**config.mk**
```make
export PLATFORM = sky130hd
export DESIGN_NAME = hazard_forward_unit
export DESIGN_NICKNAME = d
export VERILOG_FILES = /design/src/rtl/hazard_forward_unit.sv
export SDC_FILE = /design/constraint.sdc
export NUM_CORES = 1
export LEC_CHECK = 0
export ABC_AREA = 1
export BUFFER_PORTS_ARGS = -buffer_cell sky130_fd_sc_hd__buf_2
export CAP_MARGIN = 20
export CORE_MARGIN = 2
export CORE_UTILIZATION = 28
export CTS_CLUSTER_DIAMETER = 100
export DETAILED_ROUTE_END_ITERATION = 10
export PLACE_DENSITY = 0.47
export SLEW_MARGIN = 30
export SYNTH_ARGS = -nofsm -noshare
export SYNTH_HDL_FRONTEND = slang
export SYNTH_SLANG_ARGS = --single-unit
```
**constraint.sdc**
```tcl
create_clock -name clk -period 5.1 [get_ports clk]
set_input_delay 1.02 -clock clk [delete_from_list [all_inputs] [get_ports clk]]
set_output_delay 1.02 -clock clk [all_outputs]
set_load 0.05 [all_outputs]
```
**src/rtl/hazard_forward_unit.sv**
```systemverilog
// Operand forwarding, load-use detection and a long-latency write scoreboard for the EX stage.
// Define HAZARD_STATS_EN to add saturating stall-cycle and forward-event counters.
module hazard_forward_unit #(
    parameter int NUM_SRC        = 2,
    parameter int NUM_FWD_STAGES = 2,
    parameter int NUM_REGS       = 32,
    parameter int MAX_LONG       = 4,
    parameter int SEL_W          = $clog2(NUM_FWD_STAGES + 1),
    localparam int RW            = $clog2(NUM_REGS),
    localparam int CW            = $clog2(MAX_LONG + 1)
) (
    input  logic                              clk,
    input  logic                              rst,
    input  logic [NUM_SRC-1:0][RW-1:0]        ex_rs,
    input  logic [NUM_SRC-1:0]                ex_rs_used,
    input  logic [NUM_FWD_STAGES-1:0][RW-1:0] stage_rd,
    input  logic [NUM_FWD_STAGES-1:0]         stage_wen,
    input  logic                              id_valid,
    input  logic [NUM_SRC-1:0][RW-1:0]        id_rs,
    input  logic [NUM_SRC-1:0]                id_rs_used,
    input  logic                              ex_is_load,
    input  logic [RW-1:0]                     ex_rd,
    input  logic                              issue_long,
    input  logic [RW-1:0]                     issue_rd,
    input  logic                              long_done,
    input  logic [RW-1:0]                     long_done_rd,
    input  logic                              flush,
    output logic [NUM_SRC-1:0][SEL_W-1:0]     fwd_sel,
    output logic                              stall,
    output logic [NUM_REGS-1:0]               sb_busy,
    output logic [CW-1:0]                     long_count
`ifdef HAZARD_STATS_EN
    ,
    output logic [31:0]                       stat_stall_cycles,
    output logic [31:0]                       stat_fwd_events
`endif
);

    logic any_blocked;
    logic waw_hazard;
    logic cap_hazard;
    logic accept;
    logic done_valid;

    // Walk from the farthest stage inward so the nearest matching stage overwrites.
    always_comb begin
        for (int i = 0; i < NUM_SRC; i++) begin
            fwd_sel[i] = '0;
            for (int k = NUM_FWD_STAGES - 1; k >= 0; k--) begin
                if (ex_rs_used[i] && stage_wen[k] && (stage_rd[k] != '0) &&
                    (stage_rd[k] == ex_rs[i])) begin
                    fwd_sel[i] = SEL_W'(k + 1);
                end
            end
            if (rst) begin
                fwd_sel[i] = '0;
            end
        end
    end

    // A completing long op bypasses onto the MEM/WB path, so its rd is not blocking this cycle.
    always_comb begin
        any_blocked = 1'b0;
        for (int i = 0; i < NUM_SRC; i++) begin
            if (id_rs_used[i] && (id_rs[i] != '0)) begin
                if (ex_is_load && (ex_rd == id_rs[i])) begin
                    any_blocked = 1'b1;
                end
                if (sb_busy[id_rs[i]] && !(long_done && (long_done_rd == id_rs[i]))) begin
                    any_blocked = 1'b1;
                end
            end
        end
    end

    assign waw_hazard = issue_long && (issue_rd != '0) && sb_busy[issue_rd] &&
                        !(long_done && (long_done_rd == issue_rd));
    assign cap_hazard = issue_long && (long_count == CW'(MAX_LONG)) && !long_done;
    assign stall      = !rst && id_valid && !flush && (any_blocked || waw_hazard || cap_hazard);
    assign accept     = id_valid && issue_long && !stall && !flush;

    // Long ops with rd=0 never mark a busy bit, so their completion is recognised by rd alone.
    assign done_valid = long_done && ((long_done_rd == '0) || sb_busy[long_done_rd]);

    always_ff @(posedge clk) begin
        if (rst) begin
            sb_busy    <= '0;
            long_count <= '0;
        end else begin
            if (long_done) begin
                sb_busy[long_done_rd] <= 1'b0;
            end
            // Placed after the clear so a same-register set and clear leaves the bit set.
            if (accept && (issue_rd != '0)) begin
                sb_busy[issue_rd] <= 1'b1;
            end
            case ({accept, done_valid})
                2'b10: if (long_count != CW'(MAX_LONG)) long_count <= long_count + 1'b1;
                2'b01: if (long_count != '0) long_count <= long_count - 1'b1;
                default: ;
            endcase
        end
    end

`ifdef HAZARD_STATS_EN
    always_ff @(posedge clk) begin
        if (rst) begin
            stat_stall_cycles <= '0;
            stat_fwd_events   <= '0;
        end else begin
            if (stall && (stat_stall_cycles != '1)) begin
                stat_stall_cycles <= stat_stall_cycles + 1'b1;
            end
            if ((|fwd_sel) && (stat_fwd_events != '1)) begin
                stat_fwd_events <= stat_fwd_events + 1'b1;
            end
        end
    end
`endif

endmodule

```
## Word level (Yosys, flattened, before mapping)

Index checks and enable logic that the tools add are counted.

- Register bits: 35
- Latch bits: 0
- Memory bits (writable): 0
- Bits in read-only memories: 0
- Input bits: 58
- Output and inout bits: 40
- Logic and storage cells: 113
- Memories kept: 0

- Add/subtract/negate cells: 2
- Multipliers: 0
- Divide/modulo/power cells: 0
- $lt $le $gt $ge: 6
- Equality and inequality tests: 15
- Shifts and indexed selects: 0
- Multiplexer cells: 30
- Bitwise gates (word level): 3
- Reductions and logical operators: 55

Operator list:

| kind | number |
|---|---|
| two-way mux 32 bit | 3 |
| equality test 5 bit | 9 |
| logical AND 1 bit | 36 |
| AND 32 bit | 1 |
| inverter 32 bit | 1 |
| bitwise OR 32 bit | 1 |
| nonzero test 5 bit | 5 |
| less-than comparator 5 x 6 -> 1 bit, second input constant | 4 |
| binary-select mux 1 bit (select 5 bit) | 4 |
| two-way mux 1 bit | 12 |
| two-way mux 2 bit | 6 |
| demux 1 bit (select 5 bit) | 2 |
| >= comparator 5 x 1 -> 1 bit, second input constant | 2 |
| logical NOT 1 bit | 7 |
| two-way mux 3 bit | 2 |
| case mux 3 bit (2 select lines) | 1 |
| logical NOT 5 bit | 1 |
| inequality test 2 bit, second input constant | 2 |
| adder 3 x 1 -> 3 bit, second input constant | 1 |
| equality test 3 bit, second input constant | 1 |
| logical OR 1 bit | 3 |
| inequality test 3 bit, second input constant | 1 |
| AND reduction 3 bit | 1 |
| nonzero test 3 bit | 1 |
| 4 further kinds | 4 |

## Logic depth before layout (Yosys ltp)

Gate-level depths: netlist (run 1).

- Word-level depth: 18
- Gate-level depth with buffers: 24
- Mapped depth without buffers: 22

## Least setup slack after synthesis (run 1)

Ideal clock, no wire load.

- Path type: input to output
- From: in stage_rd[0] in the netlist's numbering
- To: out fwd_sel[0] in the netlist's numbering
- Data arrival time: 2.491 ns
- Data required time: 4.080 ns
- Setup slack: 1.589 ns
- Cell stages on the path: 6
- Path buffers: 0
- Path through: inv_1 > and3_1 > or3_1 > nor4_1 > inv_1 > nor2_1

RTL lines:

| what | line | RTL |
|---|---|---|
| start, declared | 16 | `input logic [NUM_FWD_STAGES-1:0][RW-1:0] stage_rd,` |
| end, declared | 28 | `output logic [NUM_SRC-1:0][SEL_W-1:0] fwd_sel,` |

## Worst setup path after layout (run 1)

- From: in id_rs[1] in the netlist's numbering
- To: out stall

- Word-level cells in the longest chain between the ends: 12
- Elaborated cells on any way between the ends: 19
- Those cells by class: eq/ne (2); mux (8); reduce/logical (9)

RTL lines:

| what | line | RTL |
|---|---|---|
| start, declared | 19 | `input logic [NUM_SRC-1:0][RW-1:0] id_rs,` |
| parallel branches: the longest is 5 deep, another holds binary-select mux 1 bit (select 5 bit) | n/a |  |
| two-way mux 1 bit * | 65 | `if (id_rs_used[i] && (id_rs[i] != '0)) begin` |
| two-way mux 1 bit | 66 | `if (ex_is_load && (ex_rd == id_rs[i])) begin` |
| two-way mux 1 bit | 69 | `if (sb_busy[id_rs[i]] && !(long_done && (long_done_rd == id_rs[i]))) begin` |
| two-way mux 1 bit * | 65 |  |
| logical OR 1 bit * (2 in a row) | 79 | `assign stall = !rst && id_valid && !flush && (any_blocked \|\| waw_hazard \|\| cap_hazard);` |
| logical AND 1 bit * | 79 |  |
| end, declared | 29 | `output logic stall,` |

Mark *: on every way between the ends. The select of a mux whose other input is x is not followed.

==> results of run 1 <==
## routing by layer
metal | vias up | share of wire (%)
li1 | 2391 | -
met1 | 2316 | 44
met2 | 178 | 47
met3 | 23 | 6.6
met4 | 0 | 1.6
met5 | - | 0
## cell families (layout without fill, tap and decap cells)
logic type / count (synthesis) / after routing / share of synthesized area [%]
DFF: 35 / 35 / 18.3
adders and majority gates: 4 / 4 / 1.30
buffers and inverters: 126 / 206 / 15.3
xor gates and xnor gates: 19 / 19 / 4.34
and+or+nand+nor: 339 / 339 / 40.5
AOI/OAI and AO/OA: 139 / 139 / 20.2
## power breakdown
part	internal (mW)	switching [mW]	total (mW)	leakage, nW
Combinational	0.0625	0.146	0.209	1.70
Sequential	0.275	0.00314	0.279	0.282
Clock	0.280	0.127	0.407	0.0900
Total	0.618	0.276	0.894	2.07
## cell type report
type	count	area, sq um
Fill cell	1534	8760
Multi-Input combinational cell	501	2550
Sequential cell	35	701
Timing Repair Buffer	99	500
Inverter	99	372
Tap cell	176	220
Clock buffer	5	125
Clock inverter	3	67.6
## worst max-delay path: stages
cell and delay, ns:
buf_2 0.28, clkinv_1 0.40, nand3_1 0.21, nand3_1 0.15
nand3_1 0.12, nand2_1 0.06, nand3_1 0.09, nand2_1 0.05
nand2_1 0.12, nand3_2 0.11, nand2_4 0.30, inv_1 0.08
buf_2 0.22
## cell usage in the layout (no fill, tap or decap), drive strengths merged
master,Yosys,routed
nand3,55,55
o41ai,1,1
o21ai,56,56
xnor2,7,7
xor2,12,12
clkbuf,6,5
o2111ai,1,1
o22ai,21,21
or3,2,2
a21oi,50,50
and2,1,1
nor4,5,5
o211ai,3,3
dfxtp,35,35
or2,1,1
nor2,70,70
a22oi,3,3
a211oi,1,1
ha,4,4
nand2,142,142
clkinvlp,0,1
and3,1,1
buf,21,99
a221oi,1,1
o221ai,2,2
bufinv,0,2
nand4,41,41
nor3,21,21
inv,97,97
clkinv,2,2
## through the flow
stage,setup WS [ns],std cells
global placement,0.892,910
finish,0.836,918
floorplan,1.59,662
detailed placement,0.818,910
CTS,0.880,918
global route,0.663,918
## registers in the layout, indices dropped and copies added, names as in the netlist
| register | cells |
|---|---|
| long_count | 3 |
| sb_busy | 32 |
## final timing paths
path / from / endpoint / slack (ns) / cells past startpoint
setup / recovery: id_rs[1] / stall / 0.84 / 13
hold / removal: sb_busy[10] / sb_busy[10] / 0.50 / 2
setup reg to reg: sb_busy[10] / long_count[2] / 1.97 / 19
hold reg to reg: sb_busy[10] / sb_busy[10] / 0.50 / 2
==> impl_results.md, run 1 <==
* Status: finished clean
* CP Launch Type: input pin
* GPL Wtd Cong at 0.982
* Global-route wire length before repair at 25.3 mm
* Placed Area at 0.00434 sq mm
* CP Class: input pin to output pin
* Met1 usage at 30.2%
* I/O pin count at 98
* Grt total ovfl at 0
* Minimum clock period at 4.26 ns
* Num CTS Buffers at 5
* Routed vias at 4,908
* Most frequent cell after synthesis: nand2_1
* Diode count at 0
* RSZ-0062 raised after global routing: false
* Slew Limit Fails at 0
* GR peak layer: met2
* Yosys top cell by area: dfxtp_1
* Synth-to-layout area growth at 18.2%
* Asr flop ratio synth at 0%
* DR pass1 iterations at 5
* Routed wire length at 16.4 mm
* Design Area, Final at 0.00454 sq mm
* Largest cells by area after synthesis: dfxtp_1 18%, nand2_1 14%, inv_1 9.0%, o21ai_0 7.2%, nand3_1 7.0%
* Hold_ws at 0.499 ns
* Met2 Use GR at 36.9%
* Site Rows at 42
* Worst min path class: register to register
* Post-Syn Instances at 662
* Top_reg_cell synth: dfxtp_1
* Post-CTS Hold Buffers at 0
* Clock slew at reported path FFs at 0.06 ns
* Final Cycle Share at 83.6%
* Pwr Density at 197 mW/mm^2
* Final hold violation count at 0
* Syn avg cell area at 5.80 sq um
* Routed length per instance at 17.9 um
* LEAKAGE at 2.07 nW
* Post-Syn Area at 0.00384 sq mm
* Unique cell type count in the Yosys netlist at 43
* Final setup viols at 0
* Initial Util at 28.9%
* CTS resizes at 0
* Initial DRC count at 400
* CTS tree: yes
* CP arrival at 3.24 ns
* Post-synthesis sequential area ratio at 18.3%
* Core Util, Final at 34.1%
* Headroom to the max-slew limit at 52.5%
* PortBufs at 97
* Die area at 0.0147 sq mm
* Most common library cells after synthesis: 139 x nand2_1, 92 x inv_1, 64 x nor2_1, 55 x o21ai_0, 54 x nand3_1
* Vias in the first global route at 4,633
* Number of antenna violations at the first check in global routing at 0
* DRC viols at 0
* Clock Path Buffers at 2
* Total power draw at 0.894 mW
* Nets at 803
* Max VDD drop at 0.0872 mV
* Post-synth EDFFs at 0
* Largest net degree at the start of global routing at 37
* Seq cells post-synth at 35
* Crit-path max FO at 33
* Post-CTS Setup Bufs at 0
* Yosys warning count at 0
* H-Tree Level Count at 2
* Fmax at 235 MHz
* Worst Path Required at 4.08 ns
* Worst Clk Skew at 0.00544 ns
* Final TNS setup at 0 ns
* Hpwl dp at 12.5 mm
* Worst slew pin tran at 0.713 ns
* Max_cap viols at 0
* Clk Latency, worst-skew pair at 0.29 ns
* Post-Syn Nets at 724
* Die Span Y at 121 um
* Met3 Resource Use GR at 2.82%
* Die W at 121 um
* Core ar. at 0.0133 sq mm
* Clock Sinks at 35
* Setup crit end kind: output pin
* Global-route usage over all layers at 22.1%
* Post-route ant nets at 0
* CTS root buf: clkbuf_16
* Share of cells above drive strength 1 at 17.7%
* Yosys top cell area share at 18.3%
* Via density at 5.35
No activity file was read; power rests on OpenSTA's default activity.
==> inputs of run 2 (changes only) <==
- ABC_AREA: 1 -> 0
- PLACE_DENSITY: 0.47 -> 0.48
- clock period: 5.1 -> 3.6 ns (I/O delays scaled with it)
==> impl_results.md, run 2 <==
* Psw at 0.359 mW
* Sequential Power Share at 33.7%
* Num CTS Buffers at 5
* CTS resizes at 0
* CP Class: input pin to output pin
* Top_reg_cell synth: dfxtp_1
* Post-synthesis sequential area ratio at 18.2%
* Die area at 0.0147 sq mm
* Design Area, Final at 0.00490 sq mm
* Core ar. at 0.0133 sq mm
* Clock Path Buffers at 2
* Core Util, Final at 36.7%
* Nets at 595
* Clock Sinks at 35
* Placed Area at 0.00475 sq mm
* LEAKAGE at 2.10 nW
* GPL Wtd Cong at 0.887
* CTS tree: yes
* Most frequent cell after synthesis: dfxtp_1
* Syn avg cell area at 9.21 sq um
* Minimum clock period at 3.45 ns
* Clk pwr share at 39.0%
* Headroom to the max-slew limit at 58.9%
* Combinational power share at 27.3%
* Post-route ant nets at 0
* CTS root buf: clkbuf_16
* Final hold violation count at 0
* Status: finished clean
* Total power draw at 1.17 mW
* CP Launch Type: input pin
* Unique cell type count in the Yosys netlist at 53
* H-Tree Level Count at 2
* Routed wire length at 14.6 mm
* Post-synth EDFFs at 0
* P_int at 0.813 mW
* Largest register by flop count: sb_busy
* Leading cell types in the layout, fill and taps excluded: 97 x buf_2, 46 x buf_4, 35 x dfxtp_1
* Slew Limit Fails at 0
* Hpwl dp at 11.4 mm
* Yosys top cell by area: dfxtp_1
* Asr flop ratio synth at 0%
* Clk Latency, worst-skew pair at 0.28 ns
* Worst slack at placement at -0.0367 ns
* Clock slew at reported path FFs at 0.05 ns
* Max_cap viols at 0
* Setup crit end kind: output pin
* Die Span Y at 121 um
* Largest registers: sb_busy (32), long_count (3)
* Routed length per instance at 20.5 um
* Post-Syn Instances at 418
* Fill cells at 1,377
* DR pass1 iterations at 8
* CP arrival at 2.73 ns
* Largest net degree at the start of global routing at 40
* Initial DRC count at 309
* Final Cycle Share at 96.0%
* Hold_ws at 0.523 ns
* Yosys warning count at 0
* Synth-to-layout area growth at 27.3%
* RSZ-0062 raised after global routing: false
* Routed vias at 3,925
* Worst slew pin tran at 0.615 ns
* Most common cell after layout, fill and taps aside: buf_2
* DRC viols at 0
* Diode count at 0
* Global-route usage over all layers at 19.3%
* Share of cells above drive strength 1 at 38.6%
* Grt total ovfl at 0
* Post-Syn Nets at 480
* Post-Syn Area at 0.00385 sq mm
* Final TNS setup at 0 ns
* Site Rows at 42
* Initial Util at 28.9%
* Via density at 5.53
* PortBufs at 97
* Vias in the first global route at 3,801
* Most common library cells after synthesis: 35 x dfxtp_1, 33 x nand2_1, 30 x xor2_1, 28 x nor2b_1, 27 x o41ai_2
* Finished Layout Cells at 710
* Dpl cells at 702
* Worst Clk Skew at 0.00495 ns
* Final setup viols at 0
* Largest cells by area after synthesis: dfxtp_1 18%, o41ai_2 11%, mux4_2 9.9%, xor2_1 6.8%, mux2i_1 6.2%
* I/O pin count at 98
* Worst min path class: register to register
* Slack of the critical path at 0.146 ns
* Die W at 121 um
* Post-CTS Setup Bufs at 0
* Fmax at 289 MHz
* Seq cells post-synth at 35
* Yosys top cell area share at 18.2%
* Crit-path max FO at 10
* Worst Path Required at 2.88 ns
* Number of antenna violations at the first check in global routing at 0
* Max VDD drop at 0.149 mV
* Post-CTS Hold Buffers at 0
* Global-route wire length before repair at 21.7 mm
* Sw Share at 30.6%
* Pwr Density at 239 mW/mm^2
* Max reg flops at 32
[run 2: changes by cell type in the layout (fill, tap and decap cells not counted), sizes merged, moves of 22 or more]
cell,delta
a21oi,-45
buf,+46
inv,-94
mux2i,+24
nand2,-109
nand3,-42
nand3b,+22
nand4,-34
nor2,-56
nor2b,+28
o21ai,-34
o41ai,+32
[run 2: cell families (layout without fill, tap and decap cells)]
group	count (synthesis)	count (layout)	share of synthesized area (%)
XOR/XNOR	48	48	10.9
adder cells (fa/ha/maj)	4	4	1.30
flip-flops	35	35	18.2
buffers and inverters	42	158	5.56
multiplexers	46	46	18.4
AND/OR/NAND/NOR	164	164	24.6
AO/OA/AOI/OAI	79	79	21.0
[run 2: power by group through the flow]
stage | logic [mW] | registers, mW | clock network [mW]
after floorplan | 0.192 | 0.410 | 0
after global placement | 0.313 | 0.403 | 0
after detailed placement | 0.318 | 0.403 | 0
after CTS | 0.319 | 0.394 | 0.466
after global routing | 0.344 | 0.395 | 0.483
final | 0.321 | 0.395 | 0.457
[run 2: worst max-delay path: stages]
cell and delay, ns:
buf_2 0.19, buf_4 0.26, mux2i_1 0.12, a221oi_1 0.32, nand4b_1 0.12, a311o_1 0.41, nand4_4 0.10, buf_4 0.12
and2_1 0.10, buf_2 0.26
[run 2: per-layer routing]
metal  GRT usage (%)  share of wire (%)  vias to the layer above
li1                -                  -                     1816
met1            24.9                 43                     1928
met2            33.8                 49                      162
met3            2.58                6.2                       19
met4            5.17                1.8                        0
met5               0                  0                        -
[run 2: final timing paths]
check,depth (start not counted),slack (ns),to,startpoint
max,10,0.15,stall,issue_rd[0]
min,2,0.52,sb_busy[0],sb_busy[0]
max reg2reg,14,0.47,long_count[2],sb_busy[18]
min reg2reg,2,0.52,sb_busy[0],sb_busy[0]
[run 2: final cells by class]
cell class	count	area, sq um	area share [%]
clock buffers	8	156	3.19
inverters	5	18.8	0.383
multi-input cells	341	2940	59.9
flip-flops and latches	35	701	14.3
well taps	176	220	4.49
repair buffers	145	871	17.8
==> inputs of run 3 (changes only) <==
- CORE_UTILIZATION: 28 -> 49
- GPL_TIMING_DRIVEN: unset -> 0
- PLACE_DENSITY: 0.48 -> 0.77
==> impl_results.md, run 3 (synthesis results as in run 2) <==
* Status: finished clean
* Routed length per instance at 20.9 um
* Die Span Y at 92.7 um
* Leading cell types in the layout, fill and taps excluded: 89 x buf_2, 35 x dfxtp_1, 33 x nand2_1
* Crit-path max FO at 6
* Routed wire length at 13.0 mm
* Number of antenna violations at the first check in global routing at 0
* DR pass1 iterations at 5
* Pwr Density at 224 mW/mm^2
* Initial DRC count at 456
* Global-route usage over all layers at 29.2%
* Via density at 6.53
* Most common cell after layout, fill and taps aside: buf_2
* CP Class: input pin to register
* Die W at 92.7 um
* Post-route ant nets at 0
* Setup crit end kind: register
* Core Util, Final at 60.5%
* CP Launch Type: input pin
* LEAKAGE at 1.98 nW
* Core ar. at 0.00769 sq mm
* Top Family by Delay on Critical Path: simple AND/OR/NAND/NOR gates
* Dpl cells at 607
* Num CTS Buffers at 5
* Crit path largest cell delay at 0.48 ns
* Initial Util at 50.1%
* Grt total ovfl at 0
* Hpwl dp at 9.66 mm
* Headroom to the max-slew limit at 47.5%
* I/O pin count at 98
* Hold_ws at 0.537 ns
* Final Cycle Share at 98.4%
* CP arrival at 3.71 ns
* Site Rows at 32
* Slew Limit Fails at 0
* PortBufs at 87
* Diode count at 0
* Worst Path Required at 3.77 ns
* Clk Latency, worst-skew pair at 0.30 ns
* Design Area, Final at 0.00465 sq mm
* CTS tree: yes
* Die area at 0.00858 sq mm
* Slack of the critical path at 0.0584 ns
* Largest register by flop count: sb_busy
* Fill cells at 697
* Finished Layout Cells at 622
* DRC viols at 0
* Fmax at 282 MHz
* Max VDD drop at 0.156 mV
* Post-CTS Hold Buffers at 0
* Clock Sinks at 35
* Global-route wire length before repair at 19.7 mm
* CTS root buf: clkbuf_8
* Share of cells above drive strength 1 at 35.4%
* Final TNS setup at 0 ns
* Final hold violation count at 0
* Crit path cell chain: clkbuf_4 -> buf_8 -> mux4_2 -> mux2i_1 -> o22ai_1 -> and2_4 -> o21ai_4 -> nand4_4 -> buf_8 -> or2_2 -> ha_1 -> xor2_1 -> ha_1 -> nor2b_1 -> o21ai_1 -> xor2_1 -> nor2_1
* Largest net degree at the start of global routing at 12
* Minimum clock period at 3.54 ns
* Buf/Inv on CP at 3
* H-Tree Level Count at 2
* Synth-to-layout area growth at 20.8%
* Clock Path Buffers at 2
* Max reg flops at 32
* Worst slew pin tran at 0.787 ns
* Clock slew at reported path FFs at 0.08 ns
* Worst slack at placement at -0.471 ns
* Placed Area at 0.00441 sq mm
* Routed vias at 4,059
* Master of the slowest instance on the critical path: mux4_2
* Worst min path class: register to register
* Max_cap viols at 0
* Final setup viols at 0
* Total power draw at 1.04 mW
* Vias in the first global route at 3,749
* Nets at 581
* GPL Wtd Cong at 1.02
* Worst Clk Skew at 0.0102 ns
* Largest registers: sb_busy (32), long_count (3)
-- run 3: timing repair --
item                       in CTS  in global routing
pin swaps                       2                  5
resized for setup               7                 25
setup buffers                   1                  7
setup endpoints to repair       2                  3
-- run 3: final cells by class --
cell class / count / area [sq um] / share of cell area (%)
Sequential cell: 35 / 701 / 15.1
Multi-Input combinational cell: 341 / 2970 / 63.8
Timing Repair Buffer: 95 / 498 / 10.7
Inverter: 5 / 21.3 / 0.457
Clock inverter: 1 / 7.51 / 0.161
Tap cell: 102 / 128 / 2.74
Buffer: 36 / 233 / 5.00
Clock buffer: 7 / 96.3 / 2.07
-- run 3: path summary, 6_finish.rpt --
kind	start	endpoint	slack, ns	depth (start not counted)
hold / removal	sb_busy[0]	sb_busy[0]	0.54	2
hold reg to reg	sb_busy[0]	sb_busy[0]	0.54	2
setup / recovery	id_rs[1]	long_count[2]	0.06	17
setup reg to reg	sb_busy[8]	long_count[2]	0.22	14
-- run 3: layer usage --
layer | GRT usage, % | up-vias | part of all wire (%)
met3 | 5.37 | 56 | 10
met2 | 49.0 | 278 | 48
met4 | 12.0 | 0 | 3.5
li1 | - | 1790 | -
met5 | 0 | - | 0
met1 | 37.1 | 1935 | 39
-- run 3: report_power, final --
part           switching [mW]  leakage (nW)  internal [mW]  total (mW)
clock                   0.150        0.0505          0.174       0.324
combinational           0.196          1.65          0.128       0.324
sequential            0.00468         0.282          0.389       0.394
total                   0.350          1.98          0.691        1.04
-- run 3: worst register-to-register path: stages, from the launching register on --
cell      delay, ns
dfxtp_1        0.39
mux4_2         0.51
o211ai_1       0.25
o21a_1         0.18
a311o_1        0.25
nand4_4        0.15
buf_8          0.17
or2_2          0.30
ha_1           0.21
xor2_1         0.14
ha_1           0.20
nor2b_1        0.13
o21ai_1        0.15
xor2_1         0.16
nor2_1         0.05
